==> src/rtl/alu_nbit_multiciclo.sv <==
// N-bit ALU with a valid/ready handshake on both sides. Logic and arithmetic ops
// finish in one cycle; shifts move one bit position per cycle.
module alu_nbit_multiciclo #(
  parameter int WIDTH   = 32,
  parameter int SHAMT_W = $clog2(WIDTH)
) (
  input  logic             clk_i,
  input  logic             rst_n_i,
  input  logic             valid_i,
  output logic             ready_o,
  input  logic [WIDTH-1:0] a_i,
  input  logic [WIDTH-1:0] b_i,
  input  logic [3:0]       operacion_i,
  output logic             valid_o,
  input  logic             ready_i,
  output logic [WIDTH-1:0] resultado_o,
  output logic             zero_o,
  output logic             carry_o,
  output logic             overflow_o,
  output logic             illegal_o
);

  typedef enum logic [1:0] {S_IDLE, S_SHIFT, S_DONE} state_t;

  localparam logic [3:0] OP_AND  = 4'b0000;
  localparam logic [3:0] OP_OR   = 4'b0001;
  localparam logic [3:0] OP_ADD  = 4'b0010;
  localparam logic [3:0] OP_SLT  = 4'b0011;
  localparam logic [3:0] OP_XOR  = 4'b0100;
  localparam logic [3:0] OP_SLTU = 4'b0101;
  localparam logic [3:0] OP_SUB  = 4'b0110;
  localparam logic [3:0] OP_SRL  = 4'b0111;
  localparam logic [3:0] OP_SLL  = 4'b1000;
  localparam logic [3:0] OP_SRA  = 4'b1001;

  state_t             r_state;
  logic [SHAMT_W-1:0] r_count;
  logic [WIDTH-1:0]   r_shreg;
  logic [3:0]         r_op;
  logic [WIDTH-1:0]   r_result;
  logic               r_zero, r_carry, r_overflow, r_illegal;
  logic               r_valid, r_ready;

  logic [WIDTH:0]     w_sum, w_diff;
  logic               w_add_ovf, w_sub_ovf;
  logic [WIDTH-1:0]   w_alu_res;
  logic               w_alu_carry, w_alu_ovf, w_alu_illegal, w_is_shift;
  logic [SHAMT_W-1:0] w_shamt;
  logic [WIDTH-1:0]   w_shift_next;

  // Subtraction is a + ~b + 1, so its carry-out is the "no borrow" indicator.
  assign w_sum     = {1'b0, a_i} + {1'b0, b_i};
  assign w_diff    = {1'b0, a_i} + {1'b0, ~b_i} + {{WIDTH{1'b0}}, 1'b1};
  assign w_add_ovf = ~(a_i[WIDTH-1] ^ b_i[WIDTH-1]) & (w_sum[WIDTH-1] ^ a_i[WIDTH-1]);
  assign w_sub_ovf = (a_i[WIDTH-1] ^ b_i[WIDTH-1]) & (w_diff[WIDTH-1] ^ a_i[WIDTH-1]);
  assign w_shamt   = b_i[SHAMT_W-1:0];

  // NOTE: every signal assigned in always_comb gets a default first, so no path infers a latch.
  always_comb begin
    w_alu_res     = '0;
    w_alu_carry   = 1'b0;
    w_alu_ovf     = 1'b0;
    w_alu_illegal = 1'b0;
    w_is_shift    = 1'b0;
    case (operacion_i)
      OP_AND:  w_alu_res = a_i & b_i;
      OP_OR:   w_alu_res = a_i | b_i;
      OP_XOR:  w_alu_res = a_i ^ b_i;
      OP_ADD: begin
        w_alu_res   = w_sum[WIDTH-1:0];
        w_alu_carry = w_sum[WIDTH];
        w_alu_ovf   = w_add_ovf;
      end
      OP_SUB: begin
        w_alu_res   = w_diff[WIDTH-1:0];
        w_alu_carry = w_diff[WIDTH];
        w_alu_ovf   = w_sub_ovf;
      end
      OP_SLT:  w_alu_res = {{(WIDTH-1){1'b0}}, w_diff[WIDTH-1] ^ w_sub_ovf};
      OP_SLTU: w_alu_res = {{(WIDTH-1){1'b0}}, ~w_diff[WIDTH]};
      OP_SRL, OP_SLL, OP_SRA: w_is_shift = 1'b1;
      default: w_alu_illegal = 1'b1;
    endcase
  end

  always_comb begin
    w_shift_next = r_shreg;
    case (r_op)
      OP_SRL:  w_shift_next = {1'b0, r_shreg[WIDTH-1:1]};
      OP_SLL:  w_shift_next = {r_shreg[WIDTH-2:0], 1'b0};
      OP_SRA:  w_shift_next = {r_shreg[WIDTH-1], r_shreg[WIDTH-1:1]};
      default: w_shift_next = r_shreg;
    endcase
  end

  // NOTE: state is updated with non-blocking assignments so every register samples pre-edge values.
  always_ff @(posedge clk_i or negedge rst_n_i) begin
    if (!rst_n_i) begin
      r_state    <= S_IDLE;
      r_count    <= '0;
      r_shreg    <= '0;
      r_op       <= '0;
      r_result   <= '0;
      r_zero     <= 1'b0;
      r_carry    <= 1'b0;
      r_overflow <= 1'b0;
      r_illegal  <= 1'b0;
      r_valid    <= 1'b0;
      r_ready    <= 1'b1;
    end else begin
      case (r_state)
        S_IDLE: begin
          if (valid_i) begin
            r_op    <= operacion_i;
            r_ready <= 1'b0;
            if (w_is_shift && w_shamt != '0) begin
              r_shreg <= a_i;
              r_count <= w_shamt;
              r_state <= S_SHIFT;
            end else if (w_is_shift) begin
              r_result   <= a_i;
              r_zero     <= (a_i == '0);
              r_carry    <= 1'b0;
              r_overflow <= 1'b0;
              r_illegal  <= 1'b0;
              r_valid    <= 1'b1;
              r_state    <= S_DONE;
            end else begin
              r_result   <= w_alu_res;
              r_zero     <= (w_alu_res == '0);
              r_carry    <= w_alu_carry;
              r_overflow <= w_alu_ovf;
              r_illegal  <= w_alu_illegal;
              r_valid    <= 1'b1;
              r_state    <= S_DONE;
            end
          end
        end
        S_SHIFT: begin
          r_shreg <= w_shift_next;
          r_count <= r_count - 1'b1;
          if (r_count == SHAMT_W'(1)) begin
            r_result   <= w_shift_next;
            r_zero     <= (w_shift_next == '0);
            r_carry    <= 1'b0;
            r_overflow <= 1'b0;
            r_illegal  <= 1'b0;
            r_valid    <= 1'b1;
            r_state    <= S_DONE;
          end
        end
        S_DONE: begin
          if (ready_i) begin
            r_valid <= 1'b0;
            r_ready <= 1'b1;
            r_state <= S_IDLE;
          end
        end
        default: begin
          r_valid <= 1'b0;
          r_ready <= 1'b1;
          r_state <= S_IDLE;
        end
      endcase
    end
  end

  assign ready_o     = r_ready;
  assign valid_o     = r_valid;
  assign resultado_o = r_result;
  assign zero_o      = r_zero;
  assign carry_o     = r_carry;
  assign overflow_o  = r_overflow;
  assign illegal_o   = r_illegal;

endmodule

==> config.mk <==
export PLATFORM = sky130hd
export DESIGN_NAME = alu_nbit_multiciclo
export DESIGN_NICKNAME = d
export VERILOG_FILES = /design/src/rtl/alu_nbit_multiciclo.sv
export SDC_FILE = /design/constraint.sdc
export NUM_CORES = 1
export LEC_CHECK = 0
export ABC_AREA = 1
export ABC_CLOCK_PERIOD_IN_PS = 2500
export CORE_MARGIN = 2
export CORE_UTILIZATION = 55
export CTS_CLUSTER_DIAMETER = 200
export CTS_CLUSTER_SIZE = 10
export DETAILED_ROUTE_END_ITERATION = 12
export PLACE_DENSITY = 0.85
export SYNTH_ARGS = -nofsm -noshare
export SYNTH_HDL_FRONTEND = slang
export SYNTH_SLANG_ARGS = --single-unit
==> constraint.sdc <==
create_clock -name clk_i -period 2.5 [get_ports clk_i]
set_input_delay 0.75 -clock clk_i [delete_from_list [all_inputs] [get_ports clk_i]]
set_output_delay 0.75 -clock clk_i [all_outputs]
set_load 0.02 [all_outputs]
==> summary.md, run 1 <==
| Metric | Value |
|---|---|
| Status | `aborted with a tool error` |
| Halt point of the flow | `5_1_grt` |
| Error | `[ERROR GRT-0232] Routing congestion too high. Check the congestion heatmap in the GUI.` |
| Largest net degree at the start of global routing | `51` |
| Post-synth EDFFs | `0` |
| H-tree levels | `3` |
| Worst endpoint, post-GRT repair | `zero_o$_DFFE_PN0P_/D` |
| DP HPWL | `41.6 mm` |
| Hold Buf Count CTS | `0` |
| Core Rows | `52` |
| Clk root buf | `clkbuf_16` |
| Register area share after synthesis | `0.178` |
| Clock Tree Buf Depth | `2` |
| Cts bufs inserted | `9` |
| Grt ovf | `985` |
| Worst_ep kind | `register data pin` |
| Mapped Area | `0.0114 mm²` |
| Seq cells post-synth | `81` |
| Total of warnings raised by yosys | `0` |
| Syn nets | `2111` |
| Post-synth cell types | `49` |
| Placer congestion estimate | `1.16` |
| Cell count after synthesis | `1931` |
| Placed Area | `0.0158 mm²` |
| Synthesized area per cell | `5.91 µm²` |
| Asr flop ratio synth | `1.00` |
| Main synth FF type | `dfrtp_1` |
| CTS sink count | `81` |
| PortBufs | `109` |
| Initial Utilization | `0.562` |
| Num ports | `110` |
| Die H | `148 µm` |
| Tot GR Track Use | `0.927` |
| Die span in x | `148 µm` |
cell families after synthesis:
family,share of synthesized area
simple gates,0.384
buf+inv,0.146
compound gates,0.170
fa+ha+maj,0.120
flops,0.178
xor+xnor,0.00230
cell usage after synthesis (25+ instances only):
library cell	instances	area share
ha_1	105	0.12
inv_1	299	0.098
dfrtp_1	80	0.18
o22ai_1	48	0.026
nor2_1	259	0.085
nand4_1	31	0.017
buf_2	25	0.011
nand2_1	488	0.16
o21ai_0	65	0.028
a21oi_1	103	0.045
nand3_1	158	0.069
a31oi_1	32	0.018
metal layers:
layer	track usage	overflow
met1	0.867	14
met2	1.14	710
met3	0.746	7
met4	1.05	252
met5	0.314	2
what timing repair did:
item / in CTS
buffers inserted: 105
resized for setup: 636
setup endpoints to repair: 71
gates cloned: 0
pin swaps: 147
per-stage QoR:
stage / setup TNS, ns / util / hold slack, ns / cells / worst slack, ns
4_1_cts: -6.09 / 0.898 / 0.377 / 2722 / -1.02
3_3_place_gp: -48.60 / 0.780 / 0.461 / 2632 / -1.75
3_5_place_dp: -53.30 / 0.780 / 0.480 / 2632 / -1.87
2_1_floorplan: -2.71 / - / 0.453 / 1931 / -0.896
==> inputs of run 2 (changes only) <==
Settings changed: CORE_UTILIZATION 55 to 40, CTS_CLUSTER_DIAMETER 200 to unset, CTS_CLUSTER_SIZE 10 to unset, PLACE_DENSITY 0.85 to unset, PLACE_DENSITY_LB_ADDON set to 0.15.
==> run 2 against run 1 <==
  * The flow now finishes, with violations (setup timing)
  * Synthesized cell count unchanged
  * Area after synthesis stayed put
==> summary.md, run 2 <==
| Metric | Value |
|---|---|
| Status | `finished, violations left` |
| Failing checks | `setup timing` |
| Pwr dens | `621 mW/mm²` |
| CTS sink count | `81 (unchanged)` |
| Setup TNS Final | `-9.83 ns` |
| Share of layout cells above drive strength 1 | `0.488` |
| Post-route insts no fill | `2927` |
| Worst-path clk slew | `0.06 ns` |
| First DRT Iteration DRCs | `1529` |
| # Max-Cap Violations | `0` |
| Clock Tree Buf Depth | `2 (unchanged)` |
| Final ANT Viol Nets | `0` |
| Cell count after synthesis | `1931 (unchanged)` |
| Vias in the first global route | `15100` |
| Commonest non-fill, non-tap cell in the layout | `buf_4` |
| H-tree levels | `3 (unchanged)` |
| DRC violations left | `0` |
| Unrepaired setup endpoints after global routing | `true` |
| Core area | `0.0279 mm²` |
| Switching part of the total | `0.480` |
| Final Max Slew Viols | `0` |
| Clock Power Share | `0.105` |
| Fin area | `0.0203 mm²` |
| Most numerous cell in the Yosys netlist | `nand2_1` |
| Largest net degree at the start of global routing | `55` |
| Mapped Area | `0.0114 mm² (unchanged)` |
| Initial Utilization | `0.409 (-0.154)` |
| Slew @ Worst Pin | `0.783 ns` |
| Endpoint class of the critical path | `flip-flop` |
| Main synth FF type | `dfrtp_1` |
| Flop-to-flop setup slack | `-0.06 ns` |
| Routed vias | `15900` |
| Peak VDD IR | `0.902 mV` |
| Syn nets | `2111 (unchanged)` |
| Relative slew slack | `0.476` |
| Total of warnings raised by yosys | `0 (unchanged)` |
| Most frequent cells in the layout | `buf_4 (467), nand2_1 (332), nor2_1 (201)` |
| First-pass GRT wire length | `85.8 mm` |
| First-pass DRT Iterations | `6` |
| Seq cells post-synth | `81 (unchanged)` |
| Int Pwr | `6540 µW` |
| DP HPWL | `44.3 mm (+6.3%)` |
| Final worst-path cycle share | `1.39` |
| Diodes inserted | `0` |
| Critical path class | `input port to flip-flop` |
| Die span in x | `173 µm (+17%)` |
| Final Hold Vio Count | `0` |
| Logic pwr share | `0.700` |
| Die H | `173 µm (+17%)` |
| PortBufs | `109 (unchanged)` |
| Max Clock Freq | `0.288 GHz` |
| Total Wirelength | `58.1 mm` |
| Static Leak | `0.0103 µW` |
| Critical path launch point type | `input port` |
| Vias per inst | `5.44` |
| Top cells by instance count after synthesis | `nand2_1 (488), inv_1 (299), nor2_1 (259)` |
| Post-synth EDFFs | `0 (unchanged)` |
| DIE AREA | `0.0299 mm²` |
| Antenna violations before repair | `0` |
| Placed Area | `0.0164 mm² (+3.4%)` |
| Hold WC Path Type | `input port to async pin` |
| Core Rows | `61 (+17%)` |
| Hold Buf Count CTS | `0 (unchanged)` |
| Max Fanout on Critical Path | `4` |
| Minimum clock period | `3.48 ns` |
| Num ports | `110 (unchanged)` |
| Setup slack after layout | `-0.977 ns` |
| Post-synth top area cell | `dfrtp_1` |
| DP Cell Count | `2786 (+5.9%)` |
| Cts bufs inserted | `9 (unchanged)` |
| P&R area growth vs syn | `77.6%` |
| CTS tree | `built` |
| Average wire per standard cell | `19.8 µm` |
| Asr flop ratio synth | `1.00 (unchanged)` |
| Placer congestion estimate | `1.01 (-13%)` |
| Post-synth top area share | `0.175 (unchanged)` |
| Data arrival time of the critical path | `3.74 ns` |
| Clk root buf | `clkbuf_16` |
| Final setup viols | `29` |
| Grt ovf | `0` |
| Flop pwr share | `0.194` |
| Clock latency at the later pin of the worst-skew pair | `0.34 ns` |
| Switching Power | `6040 µW` |
| Clock skew | `0.00455 ns` |
| Ranking of synthesized cells by area | `dfrtp_1 (18%), nand2_1 (16%), ha_1 (12%)` |
| Post-synth cell types | `49 (unchanged)` |
| Tot GR Track Use | `0.368` |
| Synthesized area per cell | `5.91 µm² (unchanged)` |
| Register area share after synthesis | `0.178 (unchanged)` |
| Fin nets | `2724` |
| Required time of the critical path | `2.76 ns` |
==> run 2: cell counts after synthesis <==
Identical to the previous run, type by type.
==> run 2: layout make-up <==
type	count	area (µm²)
clock buffer	13	250
clock inverter	3	40.0
fill	2312	7660
inverter	317	1300
multi-input combinational	1460	10400
sequential	81	2030
tap	378	473
timing repair buffer	675	5830
==> run 2: final timing paths <==
kind	startpoint	cells after the start	end
max	b_i[26]	21	zero_o
min in group clk_i	valid_o	2	valid_o
max reg2reg	r_op[2]	12	zero_o
max in group asynchronous	rst_n_i	2	ready_o
min	rst_n_i	1	resultado_o[23]
min reg2reg	valid_o	2	valid_o
==> run 2: logic make-up (layout without fill, tap and decap cells) <==
group                    count (synthesis)  in the layout  synth area share
flip-flops                              81             81             0.178
AO/OA/AOI/OAI                          323            323             0.170
adder cells (fa/ha/maj)                108            108             0.120
XOR/XNOR                                 3              3           0.00230
buffers and inverters                  390           1008             0.146
AND/OR/NAND/NOR                       1026           1026             0.384
==> run 2: timing repair <==
| item | CTS | global route |
|---|---|---|
| gates cloned | 2 | 0 |
| setup endpoints to repair | 75 | 49 |
| pin swaps | 134 | 181 |
| buffers inserted | 64 | 70 |
| resized for setup | 604 | 381 |
==> run 2: power by group through the flow <==
stage | logic [µW] | clock network, µW | registers, µW
floorplan | 3950 | 0 | 2720
global placement | 7150 | 0 | 2430
detailed placement | 7230 | 0 | 2450
CTS | 8140 | 1330 | 2430
global route | 9480 | 1410 | 2530
finish | 8810 | 1330 | 2450
==> run 2: critical path: stages <==
cell and delay (ns):
clkbuf_2 0.10, inv_2 0.05, ha_4 0.29, inv_1 0.08, a21oi_4 0.17, o21ai_2 0.09, a21oi_2 0.16, o21a_1 0.19
nand2_2 0.10, a21oi_2 0.14, o21bai_2 0.09, fa_1 0.49, a221oi_2 0.26, nand2_1 0.09, nor2_2 0.11, nand4_1 0.10
nor2_1 0.14, nand3_1 0.09, nand2_1 0.06, nand2_1 0.05, a21oi_1 0.14
==> run 2: layer usage <==
layer / global-route usage / up-vias / wire [µm]
met4: 0.149 / 0 / 3260
met3: 0.0407 / 156 / 3830
met2: 0.607 / 706 / 26500
li1: - / 7510 / -
met1: 0.490 / 7558 / 24500
met5: 0 / - / 0
==> run 2: through the flow <==
stage | setup WS, ns | total power [µW] | hold WS (ns) | util
floorplan | -0.896 | 6660 | 0.453 | -
global placement | -1.89 | 9580 | 0.463 | 0.586
detailed placement | -1.94 | 9690 | 0.464 | 0.586
CTS | -1.03 | 11900 | 0.342 | 0.668
global route | -1.18 | 13400 | 0.352 | 0.726
finish | -0.977 | 12600 | 0.330 | 0.726
(Power assumes the default switching activity.)
==> inputs of run 3 (changes only) <==
Settings changed: SKIP_LAST_GASP set to 1.
==> run 3 against run 2 <==
  * The flow still finishes with violations (setup timing)
  * Sequential share of layout area up 0.22 points
  * Register-to-register slack about the same
  * Die area unchanged
  * Maximum frequency about the same
  * Power down 1.1%
  * First-iteration DRC count down 4.5%
  * Flip-flop and latch count unchanged
  * Sequential power about the same
  * Via count down 0.40%
  * Worst setup slack worse by 0.00099 ns
  * Hold slack better by 0.00077 ns
  * Largest cell class unchanged
==> summary.md, run 3 (synthesized netlist as in run 2, its figures left out) <==
| Metric | Value |
|---|---|
| CTS tree | `built` |
| Vias in the first global route | `15000 (-0.75%)` |
| Final Power | `12400 µW (-1.1%)` |
| Static Leak | `0.0101 µW (-1.7%)` |
| Hold WC Path Type | `input port to async pin` |
| DRC violations left | `0 (unchanged)` |
| Minimum clock period | `3.48 ns (+0.000993 ns)` |
| Fin nets | `2722 (-0.073%)` |
| Core Rows | `61 (unchanged)` |
| DIE AREA | `0.0299 mm² (unchanged)` |
| Final Max Slew Viols | `0 (unchanged)` |
| Final ANT Viol Nets | `0 (unchanged)` |
| Hold WS | `0.331 ns (+0.000772 ns)` |
| Unrepaired setup endpoints after global routing | `true` |
| Slew @ Worst Pin | `0.744 ns (-0.0397 ns)` |
| Final Hold Vio Count | `0 (unchanged)` |
| Critical path class | `input port to flip-flop` |
| Core area | `0.0279 mm² (unchanged)` |
| Share of layout cells above drive strength 1 | `0.460 (-0.0279)` |
| Max Clock Freq | `0.288 GHz (about the same)` |
| Multi-input logic area | `0.0100 mm² (-3.3%)` |
| # Max-Cap Violations | `0 (unchanged)` |
| Diodes inserted | `0 (unchanged)` |
| Flop pwr share | `0.197 (+0.003)` |
| Antenna violations before repair | `0 (unchanged)` |
| Largest net degree at the start of global routing | `55 (unchanged)` |
| GRT met3 Usage | `0.0455 (+0.00484)` |
| Switching Power | `5960 µW (-1.4%)` |
| Int Pwr | `6480 µW (-0.92%)` |
| Pwr dens | `627 mW/mm² (+1.0%)` |
| Failing checks | `setup timing` |
| Data arrival time of the critical path | `3.74 ns (about the same)` |
| DP HPWL | `44.3 mm (unchanged)` |
| Clock latency at the later pin of the worst-skew pair | `0.34 ns (about the same)` |
| PortBufs | `109 (unchanged)` |
| Logic pwr share | `0.696 (-0.004)` |
| P&R area growth vs syn | `73.9%` |
| Switching part of the total | `0.479 (-0.00115)` |
| Tot GR Track Use | `0.366 (-0.00183)` |
| First-pass GRT wire length | `85.2 mm (-0.64%)` |
| Die span in x | `173 µm (unchanged)` |
| Reg2reg start | `r_op[2]` |
| First-pass DRT Iterations | `6 (unchanged)` |
| Cts bufs inserted | `9 (unchanged)` |
| Fillcell total | `2386 (+3.2%)` |
| Flop-to-flop setup slack | `-0.06 ns (about the same)` |
| Final worst-path cycle share | `1.39 (about the same)` |
| Initial Utilization | `0.409 (unchanged)` |
| Commonest non-fill, non-tap cell in the layout | `buf_4` |
| Endpoint class of the critical path | `flip-flop` |
| Met2 Resource Use GR | `0.599 (-0.00767)` |
| Peak VDD IR | `0.902 mV (about the same)` |
| Vias per inst | `5.42 (-0.33%)` |
| Num ports | `110 (unchanged)` |
| Average wire per standard cell | `19.6 µm (-0.97%)` |
| Routed vias | `15900 (-0.40%)` |
| Placer congestion estimate | `1.01 (unchanged)` |
| Clock Power Share | `0.106 (about the same)` |
| Clock skew | `0.00485 ns (+0.000299 ns)` |
| Relative slew slack | `0.502 (+0.0266)` |
| Worst Setup SP | `a_i[10]` |
| Most frequent cells in the layout | `buf_4 (480), nand2_1 (355), nor2_1 (207)` |
| Status | `finished, violations left` |
| RR Endpoint | `zero_o` |
| GRT busiest layer | `met2` |
| CTS sink count | `81 (unchanged)` |
| FF-to-FF path depth | `12 (unchanged)` |
| Setup slack after layout | `-0.978 ns (-0.000993 ns)` |
| Critical path launch point type | `input port` |
| Clock Tree Buf Depth | `2 (unchanged)` |
| Setup crit end | `zero_o` |
| Max Fanout on Critical Path | `4 (unchanged)` |
| M1 GR Usage | `0.485 (-0.00455)` |
| Grt ovf | `0 (unchanged)` |
| Required time of the critical path | `2.76 ns (about the same)` |
| Clk root buf | `clkbuf_16` |
| First DRT Iteration DRCs | `1460 (-4.5%)` |
| Final setup viols | `61 (+110%)` |
| Register Area | `0.00203 mm² (unchanged)` |
| Total Wirelength | `57.5 mm (-1.0%)` |
| H-tree levels | `3 (unchanged)` |
| Die H | `173 µm (unchanged)` |
| Hold Buf Count CTS | `0 (unchanged)` |
| Worst-path clk slew | `0.06 ns (about the same)` |
==> run 3: cell count changes in the layout (fill, tap and decap cells not counted), sizes merged <==
cell | before | now
clkbuf | 34 | 29
dlygate4sd2 | 5 | 8
buf | 605 | 604
clkdlybuf4s15 | 2 | 3
clkinv | 4 | 3
inv | 315 | 316
==> run 3: worst min path at each step <==
stage	from	to	slack, ns
after floorplan	rst_n_i	carry_o	0.45
after global placement	valid_o	valid_o	0.46
after detailed placement	valid_o	valid_o	0.46
after CTS	rst_n_i	resultado_o[23]	0.34
after global routing	rst_n_i	resultado_o[23]	0.35
final	rst_n_i	resultado_o[23]	0.33
==> run 3: layer usage <==
| metal | share of wire | wire length (µm) | up-vias |
|---|---|---|---|
| met3 | 0.066 | 3800 | 170 |
| met4 | 0.061 | 3480 | 0 |
| met5 | 0 | 0 | - |
| met1 | 0.42 | 24100 | 7496 |
| li1 | - | - | 7497 |
| met2 | 0.45 | 26100 | 703 |
==> run 3: repair_timing <==
action	in CTS	in global routing
pin swaps	126	157
setup buffers	64	64
gates resized for setup	531	343
cloned	2	0
setup endpoints to repair	75	67
==> run 3: worst max-delay path, stage by stage <==
cell and delay, ns:
buf_8 0.09, inv_4 0.04, ha_4 0.29, inv_2 0.05
nand2_2 0.06, nand2_2 0.07, nand2_2 0.08, nand2_4 0.06
a21oi_4 0.16, nand2_4 0.08, nand4_1 0.14, nand2_2 0.10
a21oi_2 0.14, o21bai_2 0.09, fa_1 0.49, a221oi_2 0.25
nand2_1 0.09, nor2_2 0.12, nand4_1 0.10, nor2_1 0.15
nand3_1 0.09, nand2_1 0.06, nand2_1 0.05, a21oi_1 0.14
==> run 3: power groups by stage <==
stage	Clock [µW]	Combinational (µW)	Sequential [µW]
after floorplan	0	3950	2720
after global placement	0	7150	2430
after detailed placement	0	7230	2450
after CTS	1330	8050	2430
after global routing	1410	9340	2530
final	1320	8670	2450
==> run 3: cell type report <==
| cell class | instances | share of cell area |
|---|---|---|
| clock buffers | 13 | 0.0126 |
| clock inverters | 3 | 0.00202 |
| inverters | 317 | 0.0647 |
| multi-input cells | 1460 | 0.505 |
| flip-flops and latches | 81 | 0.102 |
| well taps | 378 | 0.0238 |
| repair buffers | 673 | 0.290 |
==> run 3: stage by stage <==
stage | util | cells | worst slack (ns) | area (µm²) | TNS [ns]
final | 0.711 | 2925 | -0.978 | 19800 | -10.87
after floorplan | - | 1931 | -0.896 | 11900 | -2.71
after global routing | 0.711 | 2925 | -1.17 | 19800 | -15.60
after global placement | 0.586 | 2786 | -1.89 | 16400 | -62.21
after detailed placement | 0.586 | 2786 | -1.94 | 16400 | -63.11
after CTS | 0.659 | 2867 | -1.03 | 18400 | -8.36
==> patch 1, RTL diff (settings of run 3) <==
Put one more register stage on the output `overflow_o`, cleared by the reset. The value now appears one clock later. The other outputs are not delayed to match.
--- a/src/rtl/alu_nbit_multiciclo.sv
+++ b/src/rtl/alu_nbit_multiciclo.sv
@@ -171,5 +171,11 @@
   assign zero_o      = r_zero;
   assign carry_o     = r_carry;
-  assign overflow_o  = r_overflow;
+  always_ff @(posedge clk_i or negedge rst_n_i) begin
+    if (!rst_n_i) begin
+      overflow_o <= '0;
+    end else begin
+      overflow_o <= r_overflow;
+    end
+  end
   assign illegal_o   = r_illegal;
 
Check against the original RTL: not equivalent (a bounded check fails within 4 cycles, from zero or initial values and one cycle with rst_n_i low).
==> patch 1 against run 3 <==
- the flow still finishes with violations (setup timing)
- synthesized area is 0.22% higher
- sequential share of layout area grew 0.46 points
- sequential cell count grew 1
- wire length fell by 6.1%
- largest cell class unchanged
- critical endpoint unchanged
- cell count decreased by 1.2%
- total power down 3.9%
- design area down 3.1%
- worst setup slack improved by 0.11 ns
==> patch 1: results (changes against run 3) <==
stage,metric,value,unit,change
route,met2 WL,24300,um,-7.0%
finish,multi-input gate share of the layout cell area,51.1,%,+0.66 points
timing,Worst Tran Pin Value,0.664,ns,-0.0794 ns
finish,fillers,2484,,+4.1%
finish,area taken by multi-input logic gates,9840,um2,-1.8%
setup_path,R2R depth,11,,-1
finish,share of cells above drive strength 1,44.2,%,-1.8 points
setup_path,CP max FO,3,,-1
route,DRT iter0 DRCs,1410,,-3.4%
global_routing,routing usage on met1,46.6,%,-2.0 points
global_routing,M2 GR Usage,55.2,%,-4.7 points
power_and_ir_drop,share of power burned in registers,20.9,%,+1.2 points
finish,Signal buffers,639,,-5.1%
setup_path,r2r startpoint,r_op[2]$_DFFE_PN0P_,,
logic_synthesis,"Primary FF master, synth",dfrtp_1,,
placement,post-DP HPWL,42900,um,-3.1%
power_and_ir_drop,comb pwr,8.20,mW,-5.4%
placement,Placed Area,16400,um2,about the same
global_routing,first-pass GRT wire length,81600,um,-4.2%
timing,# setup viols final,24,,-61%
outcome,failing checks,setup timing,,
global_routing,number of global-route vias before repair,14800,,-1.3%
power_and_ir_drop,total power,12.0,mW,-3.9%
placement,Final GP Congestion,1.04,,+2.8%
route,routed length on met3,3560,um,-6.2%
finish,clock-cell share of area,1.42,%,-0.045 points
power_and_ir_drop,LEAKAGE,9.87,nW,-2.4%
route,vias post-DR,15500,,-2.5%
logic_synthesis,syn nets,2112,,+0.047%
timing,worst clock skew,0.00746,ns,+0.00261 ns
setup_path,R2R Setup Slk,0.14,ns,+0.20 ns
logic_synthesis,Cells after Synth,1932,,+0.052%
setup_path,CP arrival,3.64,ns,-0.10 ns
power_and_ir_drop,VDD IR max,661,uV,-27%
route,Pre-antenna DRT Iters,5,,-1
clocking,Sink Count,82,,+1.2%
global_routing,overall routing resource usage,34.6,%,-1.9 points
logic_synthesis,share of synthesized area occupied by flip-flops and latches,17.9,%,+0.18 points
setup_path,Crit-path slowest cell,fa_2,,
finish,# nets final,2689,,-1.2%
outcome,status,"complete, but fails checks",,
finish,NonClk Buf Share,27.6,%,-1.4 points
finish,final std cells w/o fill,2891,,-1.2%
route,Post-Route M1 WL,23100,um,-4.1%
power_and_ir_drop,Pint,6.20,mW,-4.3%
timing,Hold Slack,0.317,ns,-0.0139 ns
finish,Reg area,2050,um2,+1.2%
timing,Setup TNS,-6.39,ns,+4.49 ns
route,final WL,54000,um,-6.1%
global_routing,M3 GR Usage,3.17,%,-1.4 points
placement,Placement Setup Slack,-1.91,ns,+0.0302 ns
timing,Setup WS post-layout,-0.866,ns,+0.112 ns
global_routing,largest net degree at the start of global routing,60,,+9.1%
clocking,Clock transition at path regs,0.06,ns,about the same
==> patch 1: cell types whose count changed after synthesis, sizes merged <==
| cell | run 3 | this run |
|---|---|---|
| dfrtp | 80 | 81 |
==> patch 1: worst max-delay path: cells and delay by family <==
kind | cells | cell delay, ns
AND/OR/NAND/NOR | 14 | 1.39
adder cells (fa/ha/maj) | 2 | 0.69
AO/OA/AOI/OAI | 4 | 0.61
buffers and inverters | 2 | 0.19
==> patch 1: what timing repair did <==
item,4_1_cts,5_1_grt
gates resized for setup,472,324
hold endpoints to repair,0,0
setup endpoints to repair,75,75
setup buffers,58,41
pin swaps,114,139
==> patch 1: cells by family after synthesis <==
group / count (synthesis) / synth area share (%)
adder cells (fa/ha/maj): 108 / 12.0
flip-flops: 82 / 17.9
AO/OA/AOI/OAI: 323 / 17.0
XOR/XNOR: 3 / 0.230
buffers and inverters: 390 / 14.5
AND/OR/NAND/NOR: 1026 / 38.3
==> patch 2, RTL diff (flow settings as in run 3) <==
Without the edit above. Set the parameter `WIDTH` to 16 (it was 32).
--- a/src/rtl/alu_nbit_multiciclo.sv
+++ b/src/rtl/alu_nbit_multiciclo.sv
@@ -2,5 +2,5 @@
 // finish in one cycle; shifts move one bit position per cycle.
 module alu_nbit_multiciclo #(
-  parameter int WIDTH   = 32,
+  parameter int WIDTH   = 16,
   parameter int SHAMT_W = $clog2(WIDTH)
 ) (
Ports: changed (resized a_i, b_i and resultado_o); port bits go from 110 to 62. No check against the original RTL was run, so the function may have changed too.
==> patch 2 against run 3 <==
- sequential cell count down 33
- synthesized area down 49%
- worst setup slack better by 0.41 ns
- total power down 51%
- design area down 53%
- clock power down 48%
- the flow still finishes with violations (setup timing)
- via count down 55%
- sequential power down 43%
- wire length down 61%
==> patch 2: results (changes against run 3) <==
stage,metric,value,unit,change
outcome,status,"complete, but fails checks",,
outcome,failing checks,setup timing,,
power_and_ir_drop,LEAKAGE,4.68,nW,-54%
setup_path,R2R depth,11,,-1
logic_synthesis,syn nets,1031,,-51%
timing,Setup TNS,-1.43,ns,+9.45 ns
timing,Rel. slew slack,57.6,%,+7.3 points
setup_path,CP max FO,3,,-1
logic_synthesis,Syn. warnings,0,,unchanged
global_routing,initial antenna violation count,0,,unchanged
logic_synthesis,"Primary FF master, synth",dfrtp_1,,
finish,antenna cells,0,,unchanged
power_and_ir_drop,VDD IR max,536,uV,-41%
global_routing,largest net degree at the start of global routing,49,,-11%
setup_path,CP arrival,3.28,ns,-0.46 ns
setup_path,Crit-path slowest cell,fa_2,,
timing,Setup WS post-layout,-0.563,ns,+0.414 ns
clocking,CTS root buf,clkbuf_16,,
logic_synthesis,share of synthesized area occupied by flip-flops and latches,20.9,%,+3.1 points
clocking,Clock Latency Late Sink,0.29,ns,-0.05 ns
hold_path,worst hold stages,2,,
logic_synthesis,Synth top cells by count,"222 x nand2_1, 149 x inv_1, 121 x nor2_1",,
global_routing,first-pass GRT wire length,34000,um,-60%
clocking,Max Buffers Root-to-Sink,2,,unchanged
clocking,Clock transition at path regs,0.07,ns,
timing,# setup viols final,7,,-89%
setup_path,R2R Setup Slk,0.25,ns,+0.31 ns
logic_synthesis,top post-synthesis cells by area,"dfrtp_1 20%, nand2_1 14%, ha_1 11%",,
placement,Final GP Congestion,0.991,,-2.2%
logic_synthesis,Synth cell types,43,,-12%
timing,worst clock skew,0.00735,ns,+0.00250 ns
placement,Placement Setup Slack,-1.48,ns,+0.464 ns
placement,Placed Area,8050,um2,-51%
route,post-DR wirelength/cell,16.2,um,-18%
route,via/cell ratio,5.19,,-4.3%
setup_path,Crit. End Element,flip-flop,,
clocking,H-tree Lvls,2,,-1
route,DRT iter0 DRCs,718,,-51%
finish,# nets final,1289,,-53%
finish,share of cells above drive strength 1,39.8,%,-6.2 points
route,Pre-antenna DRT Iters,7,,+1
logic_synthesis,Synth async-reset ratio,100,%,unchanged
setup_path,max incr delay on CP,0.46,ns,-0.03 ns
placement,post-DP HPWL,16900,um,-62%
global_routing,number of global-route vias before repair,6630,,-56%
hold_path,HP Class,flip-flop to flip-flop,,
clocking,CTS buffer count,5,,-4
global_routing,overall routing resource usage,28.6,%,-8.0 points
placement,I/O Buffers,61,,-44%
==> patch 2: metal layers <==
metal | track usage [%] | wire (um) | vias to the layer above
met3 | 3.21 | 1410 | 43
met2 | 46.1 | 10200 | 269
met5 | 0 | 0 | -
met4 | 9.90 | 826 | 0
met1 | 39.5 | 9820 | 3301
li1 | - | - | 3531
==> patch 2: area by class of cell <==
type	count	area, um2
clock buffer	7	143
clock inverter	1	7.51
fill	1239	4710
inverter	161	681
multi-input combinational	697	4550
sequential	48	1200
tap	180	225
timing repair buffer	282	2460
==> patch 2: final timing paths <==
path | from | endpoint
worst max-delay path | a_i[9] | zero_o$_DFFE_PN0P_
worst min-delay path | valid_o$_DFFE_PN0P_ | valid_o$_DFFE_PN0P_
worst max register to register | r_op[2]$_DFFE_PN0P_ | r_shreg[4]$_DFFE_PN0P_
worst min register to register | valid_o$_DFFE_PN0P_ | valid_o$_DFFE_PN0P_
max in group asynchronous | rst_n_i | r_shreg[13]$_DFFE_PN0P_
min in group asynchronous | rst_n_i | r_state[0]$_DFFE_PN0P_
==> patch 2: report_power, final <==
part	total (mW)	switching, mW	internal (mW)
Sequential	1.40	0.233	1.16
Combinational	4.04	2.26	1.78
Clock	0.692	0.293	0.399
Total	6.13	2.79	3.34
==> patch 2: metrics by stage <==
stage | hold slack, ns | util (%) | std cells
2_1_floorplan | 0.454 | - | 937
5_1_grt | 0.514 | 66.3 | 1376
3_5_place_dp | 0.463 | 57.6 | 1330
4_1_cts | 0.481 | 62.0 | 1359
6_report | 0.474 | 66.3 | 1376
3_3_place_gp | 0.463 | 57.6 | 1330
==> patch 2: what timing repair did <==
action	4_1_cts	5_1_grt
buffers inserted	23	19
gates resized for setup	220	123
pin swaps	54	44
cloned	0	3
endpoints found under the setup margin	42	40
hold buffers	0	0
==> patch 2: worst max-delay path, delay by kind of cell <==
kind	cells	cell delay (ns)
simple gates	13	1.19
fa+ha+maj	2	0.66
compound gates	4	0.44
buf+inv	3	0.23
==> patch 2: cell families after synthesis <==
| kind of cell | count (synthesis) | share of synthesized area (%) |
|---|---|---|
| AOI/OAI and AO/OA | 161 | 16.4 |
| xor gates and xnor gates | 1 | 0.152 |
| adders and majority gates | 54 | 12.1 |
| buffers and inverters | 192 | 14.1 |
| DFF | 48 | 20.9 |
| and+or+nand+nor | 481 | 36.5 |
